**src/rtl/reqack_arbiter.sv**
```systemverilog
// reqack_arbiter: round-robin arbiter and four-phase strobe sequencer for the
// shared request/acknowledge/data_enable/done bus. One winner at a time runs
// GRANT -> ACK -> DATA -> DONE. Back-to-back grants issue straight from DONE.
module reqack_arbiter #(
    parameter int N_REQ = 4,
    parameter int CNT_W = 16,
    localparam int IDX_W = $clog2(N_REQ)
) (
    input  logic             clk,
    input  logic             rst_n,
    input  logic             enable,
    input  logic [N_REQ-1:0] req_i,
    output logic [N_REQ-1:0] gnt_o,
    output logic [N_REQ-1:0] done_o,
    output logic [IDX_W-1:0] gnt_idx,
    output logic             request,
    output logic             acknowledge,
    output logic             data_enable,
    output logic             done,
    output logic             busy,
    output logic [CNT_W-1:0] txn_count
);

    typedef enum logic [4:0] {
        S_IDLE  = 5'b00001,
        S_GRANT = 5'b00010,
        S_ACK   = 5'b00100,
        S_DATA  = 5'b01000,
        S_DONE  = 5'b10000
    } state_t;

    localparam logic [IDX_W-1:0] LAST_IDX = IDX_W'(N_REQ - 1);
    localparam logic [IDX_W:0]   N_WIDE   = (IDX_W + 1)'(N_REQ);

    state_t           state;
    logic [IDX_W-1:0] ptr;
    logic [N_REQ-1:0] elig;
    logic [IDX_W:0]   cand;
    logic [IDX_W-1:0] win_idx;
    logic [IDX_W-1:0] nxt_ptr;
    logic [N_REQ-1:0] win_oh;
    logic             win_found;
    logic             start;

    // Eligible requests: only sampled in IDLE/DONE; in DONE the current
    // grantee still holds req_i, so its bit (the registered one-hot grant)
    // is masked out.
    always_comb begin
        elig = '0;
        if (state == S_IDLE) begin
            elig = req_i;
        end else if (state == S_DONE) begin
            elig = req_i & ~gnt_o;
        end
    end

    // Round-robin search upward from ptr, wrapping explicitly at N_REQ so
    // non-power-of-2 requester counts work.
    always_comb begin
        win_found = 1'b0;
        win_idx   = '0;
        cand      = '0;
        for (int unsigned i = 0; i < unsigned'(N_REQ); i++) begin
            cand = {1'b0, ptr} + (IDX_W + 1)'(i);
            if (cand >= N_WIDE) begin
                cand = cand - N_WIDE;
            end
            if (!win_found && elig[cand[IDX_W-1:0]]) begin
                win_found = 1'b1;
                win_idx   = cand[IDX_W-1:0];
            end
        end
    end

    // Winner one-hot, next pointer (explicit wrap) and grant decision.
    always_comb begin
        win_oh          = '0;
        win_oh[win_idx] = 1'b1;
        nxt_ptr         = (win_idx == LAST_IDX) ? '0 : win_idx + 1'b1;
        start           = enable && win_found;
    end

    // Sequencer FSM with every output held in a register.
    always_ff @(posedge clk) begin
        if (!rst_n) begin
            state       <= S_IDLE;
            ptr         <= '0;
            gnt_idx     <= '0;
            txn_count   <= '0;
            gnt_o       <= '0;
            done_o      <= '0;
            request     <= 1'b0;
            acknowledge <= 1'b0;
            data_enable <= 1'b0;
            done        <= 1'b0;
            busy        <= 1'b0;
        end else begin
            request     <= 1'b0;
            acknowledge <= 1'b0;
            data_enable <= 1'b0;
            done        <= 1'b0;
            done_o      <= '0;
            case (state)
                // IDLE and DONE share the grant decision; DONE also retires
                // the finished transaction.
                S_IDLE, S_DONE: begin
                    if (state == S_DONE) begin
                        txn_count <= txn_count + 1'b1;
                    end
                    if (start) begin
                        state   <= S_GRANT;
                        gnt_idx <= win_idx;
                        ptr     <= nxt_ptr;
                        gnt_o   <= win_oh;
                        request <= 1'b1;
                        busy    <= 1'b1;
                    end else begin
                        state <= S_IDLE;
                        gnt_o <= '0;
                        busy  <= 1'b0;
                    end
                end
                S_GRANT: begin
                    state       <= S_ACK;
                    acknowledge <= 1'b1;
                end
                S_ACK: begin
                    state       <= S_DATA;
                    data_enable <= 1'b1;
                end
                S_DATA: begin
                    state  <= S_DONE;
                    done   <= 1'b1;
                    done_o <= gnt_o;
                end
                default: begin
                    state <= S_IDLE;
                    gnt_o <= '0;
                    busy  <= 1'b0;
                end
            endcase
        end
    end

endmodule

```
**config.mk**
```make
export PLATFORM = sky130hd
export DESIGN_NAME = reqack_arbiter
export DESIGN_NICKNAME = d
export VERILOG_FILES = /design/src/rtl/reqack_arbiter.sv
export SDC_FILE = /design/constraint.sdc
export NUM_CORES = 1
export LEC_CHECK = 0
export BUFFER_PORTS_ARGS = -buffer_cell sky130_fd_sc_hd__buf_4
export CORE_AREA = 2 2 81 52
export DETAILED_ROUTE_END_ITERATION = 8
export DIE_AREA = 0 0 83 54
export PLACE_DENSITY_LB_ADDON = 0.08
export SLEW_MARGIN = 30
export SYNTH_ARGS = -nofsm -noshare
export SYNTH_HDL_FRONTEND = slang
export SYNTH_SLANG_ARGS = --single-unit
export TNS_END_PERCENT = 10
```
**constraint.sdc**
```tcl
create_clock -name clk -period 1.98 [get_ports clk]
set_clock_uncertainty 0.05 [all_clocks]
set_input_delay 0.198 -clock clk [delete_from_list [all_inputs] [get_ports clk]]
set_output_delay 0.198 -clock clk [all_outputs]
set_load 0.005 [all_outputs]
```
After elaboration in Yosys (flattened, before gate mapping)
Index checks and enable logic that the tools add are counted.
Operators by class
  add/sub/neg operators: 9
  $lt $le $gt $ge: 10
  equality and inequality tests: 6
  mux-type cells: 34
  bitwise gates (word level): 2
  reduce and logical (&&, ||, !) cells: 14
Operators with widths (count)
  $mux 2: 10
  $pmux 5 s4: 1
  $add 16x1->16 const B: 1
  $lt 2x3->1 const B: 5
  $mux 1: 13
  $mux 4: 3
  $ge 3x3->1 const B: 3
  $bmux 1 s2: 4
  $pmux 4 s2: 1
  $reduce_and 2->1: 4
  $sub 2x1->2 const B: 4
  $add 2x2->3 const B: 2
  $eq 5x1->1 const B: 1
  $eq 5x2->1 const B: 1
  $eq 5x3->1 const B: 1
  $eq 5x4->1 const B: 1
  $eq 5x5->1 const B: 1
  $logic_and 1x1->1: 5
  $and 4x4->4: 1
  $not 4->4: 1
  $add 2x1->3 const B: 1
  $ge 2x3->1 const B: 1
  $logic_not 1->1: 3
  $reduce_or 3->1: 1
  other kinds (6): 6
Word-level totals
  flip-flop bits (word level): 38
  input bits: 7
  word-level logic and storage cells: 86

Depth between registers and ports, before layout
  word-level depth: 22
  mapped depth: 9
  mapped depth without buffers: 8

Worst setup path after synthesis
Ideal clock, no wire load.
  kind: reg-to-reg
  start: reg acknowledge (netlist name)
  end: reg gnt_o[0]
  setup time: 0.128 ns
  data arrival time: 1.920 ns
  required time: 1.802 ns
  slack: -0.118 ns
  stages on the path, launching flop included: 10
  clock period less this slack: 2.098 ns
  path through: dfxtp_1 -> buf_4 -> nor3_4 -> o21ai_0 -> a211o_1 -> o311ai_2 -> inv_2 -> ha_1 -> a32oi_1 -> nor2_1
RTL lines
  end signal: assignment: RTL line 114  | gnt_o <= win_oh;
  end: declaration: RTL line 13  | output logic [N_REQ-1:0] gnt_o,

Worst setup path in the final report
  start: reg state[1]
  end: reg gnt_o[1]
Between the ends
  cells in the longest elaborated chain, start to end: 21
  elaborated cells between the ends (all ways): 39
  those cells by class: 2 x order compare; 5 x eq/ne; 22 x mux; 10 x reduce/logical
Ends and longest elaborated chain
  start: declaration: RTL line 35  | state_t state;
  start signal: assignment: RTL line 86  | state <= S_IDLE;
  start signal: assignment: RTL line 111  | state <= S_GRANT;
  start signal: assignment: RTL line 118  | state <= S_IDLE;
  $eq 5x5->1: RTL line 52  | end else if (state == S_DONE) begin
  $mux 4: RTL line 52
  $mux 4 (*): RTL line 50  | if (state == S_IDLE) begin
  $bmux 1 s2: RTL line 68  | if (!win_found && elig[cand[IDX_W-1:0]]) begin
  $mux 1 (not written as such): RTL line 68
  $mux 1: RTL line 68
  $logic_not 1->1: RTL line 68
  $logic_and 1x1->1: RTL line 68
  [6 not listed]
  $mux 2 (*): RTL line 68
  named net win_idx[0]: RTL line 39  | logic [IDX_W-1:0] win_idx;
  $lt 2x3->1 (not written as such) or $ge 2x1->1 (tied branches): RTL line 78  | win_oh[win_idx] = 1'b1;
  $logic_and 1x1->1 (not written as such): RTL line 78
  $mux 1 (not written as such): RTL line 78
  $demux 1 s2 (*): RTL line 78
  $mux 4 (*): RTL line 110  | if (start) begin
  $pmux 4 s2 (*): RTL line 103  | case (state)
The timed path passes the listed nets; every way through them passes the cells marked *. The select of a mux whose other input is x is not followed.
A chain may end at the register's enable or synchronous reset.

==> results.md <==
- Yosys cell types: 46
- Hold Path Cell Cnt: 2
- Post-place setup slack: -0.242 ns
- Drt first-iter violations: 58
- Antenna Cells: 0
- Simple-Gate Fraction of Synth Area: between 20% and 30%
- Antenna-violating nets left: 0
- Max-Cap Viols: 0
- Core area: slightly below 4000 um^2
- Grt total ovfl: 0
- # placed instances: 282
- Post-Syn Nets: about 200
- Final period util: 107%
- Sequential Power Share: 47.0%
- Num ports: 38
- Initial Util: 44.4%
- Logic pwr share: a little under a fifth
- Final #Nets: 255
- Psw: about 0.00044 W
- Total track usage: roughly a fifth
- DR vias/cell: 5.01
- Worst min-delay path class: in2reg
- Clk sink count: 37
- Fin. max-slew vios: 0
- Fin. Hold Viols: 0
- Post-Syn Area: 1710 um^2
- Status: finished, violations left
- Slew HR: 75.3%
- Area grow syn2layout: 35.8%
- Antenna violations before repair: 0
- Register Area: ~750 um^2
- Sequential area share after synthesis: between 40 and 50%
- Most common cell in the netlist: dfxtp_1
- Failing checks: setup timing
- Yosys reg bits: 37
- Largest family of logic cells by synthesized area: simple AND/OR/NAND/NOR gates
- DR pass1 iterations: 4
- CTS tree: yes
- Vias in the first global route: around 1400
- Synth async-reset ratio: 0%
- Synth Warn #: 0
- Syn_area_per_cell: 9.30 um^2
- CP Cell Sequence: or3_4 > o21a_1 > o211ai_1 > o311ai_4 > ha_1 > a32oi_1 > nor2_1
- Internal power: between 0.001 and 0.0015 W
- Synth area leaders: dfxtp_1 (43%), xor2_1 (7.2%), nor2_1 (5.0%), ha_1 (3.7%), nand2_1 (2.4%)
- Mux cell area share after synthesis: 0%
- CTS max path bufs: 2
- Die Area: around 4500 um^2
- Area of the multi-input gates: 936 um^2
- Die X: approximately 83 um
- Clk root buf: clkbuf_8
- Die Y-Extent: around 54 um
- Syn Inst Count: roughly 180
- WL final: approximately 4000 um
- Final non-filler cell total: 294
- First-pass GRT wire length: approximately 6700 um
- Synth Area in Adders: 3.65%
- Share of the synthesized area in the top cell type: a little over two fifths
- Via Count: around 1500
- Remaining DRCs: 0
- Number of flops mapped to enable cells by yosys: 0
- Wire length per cell: roughly 14 um
- Slowest cell delay on critical path: ~0.40 ns
- Largest net degree at the start of global routing: 24
- Xor and xnor area share after synthesis: approximately 8.2%
- Power per Cell Area: a little over 700 nW/um^2
- Core Util, Final: 60.4%
- Port-buffer cells: 37
- Final Setup Violations: 6
- Minimum clock period: ~2.1 ns
- CP Launch Type: register
- Worst setup margin: -0.137 ns
- # fillers: ~360
- Crit path kind: reg2reg
- RD Place Congestion: approximately 0.82
- DP Wirelength: 2960 um
- Worst reg2reg setup slack: -0.14 ns
- Hold buffers post-CTS: 0
- Worst path required time: ~2.1 ns
- Sw frac: about a quarter
- Slew @ Worst Pin: ~0.37 ns
- Worst VDD drop: roughly 0.44 mV
- Highest Clock Rate: around 470 MHz
- Most instantiated cells after synthesis: dfxtp_1 (37), nor2_1 (23), xor2_1 (14)
- Clk pwr share: roughly a third
- Critical path capture point type: register
- Worst endpoint data arrival time: between 2 and 2.5 ns
- Crit path max-delay cell type: or3_4
- Ratio of cells with drive above 1 in the final layout: ~37%
- CTS HTree Levels: 2
- Leak: around 1 nW
- Num CTS Buffers: 5
- Skew-Pair Late Insertion Delay: slightly below 0.3 ns
- Compound-Gate Fraction of Synth Area: around 14%
- Top_reg_cell synth: dfxtp_1
- Worst R2R Path Depth: 7
- # rows: 18
- Worst-path clk slew: 0.07 ns
- RSZ-0062 raised after global routing: yes
- Synth area leader: dfxtp_1
- Worst hold slack: roughly 0.057 ns
- CP max FO: 6
[path summary, 6_finish.rpt]
kind                            startpoint          to
worst max-delay path              state[1]    gnt_o[1]
worst min-delay path                 rst_n    state[0]
worst max register to register    state[1]    gnt_o[1]
worst min register to register  gnt_idx[1]  gnt_idx[1]
[critical path: cells and delay by family, from the launching register on]
| kind | cells | cell delay [ns] |
|---|---|---|
| compound gates | 4 | 0.88 |
| fa+ha+maj | 1 | 0.24 |
| flops | 1 | 0.37 |
| simple gates | 2 | 0.46 |
[state kept, by name, summed over array words and instances, names as in the netlist, 2 cells and up]
name	cells
done_o	4
gnt_idx	2
state	4
ptr	2
txn_count	16
gnt_o	4
[power groups by stage]
stage               logic [W]  clock network (W)  registers, W
finish               0.000308           0.000583      0.000789
global route         0.000338           0.000644      0.000792
floorplan            0.000167                  0      0.000799
detailed placement   0.000273                  0      0.000804
CTS                  0.000293           0.000595      0.000787
global placement     0.000268                  0      0.000803
[per-stage QoR]
step / power (W) / setup TNS [ns] / area (um^2)
detailed placement: 0.00108 / -0.852 / 2160
CTS: 0.00167 / -0.751 / 2280
global placement: 0.00107 / -0.377 / 2160
floorplan: 0.000966 / -0.184 / 1720
global route: 0.00177 / -1.24 / 2320
finish: 0.00168 / -0.594 / 2320
[layout by cell type, fill, tap and decap left out, types with 3 or more instances in the layout]
cell type	netlist	routed
nor2_1	23	23
and2_1	5	5
and3_1	4	3
a21oi_1	7	7
buf_4	4	61
nand4_1	5	5
nand3_1	8	8
a32oi_1	4	4
nand2b_1	3	3
nor4b_1	4	4
clkbuf_8	0	7
nand2_1	11	11
dfxtp_2	0	3
xor2_1	14	14
inv_1	4	4
dfxtp_1	37	33
ha_1	5	5
[area by class of cell]
class	count	area share (%)
Clock buffer	7	4.14
Clock inverter	1	0.215
Inverter	5	0.807
Multi-Input combinational cell	133	40.3
Sequential cell	37	32.2
Tap cell	50	2.69
Timing Repair Buffer	61	19.7
[kinds of logic (layout without fill, tap and decap cells)]
kind of cell,Yosys count,after routing
simple gates,79,79
fa+ha+maj,5,5
buf+inv,14,74
compound gates,33,33
flops,37,37
xor+xnor,16,16
[metal layers]
metal / GRT usage (%) / vias to the layer above / wire length, um
met5: 0 / - / 0
met4: 6.56 / 0 / 41
met3: 5.37 / 7 / 161
met2: 29.0 / 26 / 1600
met1: 27.7 / 673 / 2210
li1: - / 766 / -
[repair_timing]
action | in CTS | in global routing
buffers inserted | 3 | 1
endpoints found under the setup margin | 6 | 8
resized for setup | 6 | 10
pin swaps | 4 | 4
No activity file was read; power rests on OpenSTA's default activity.
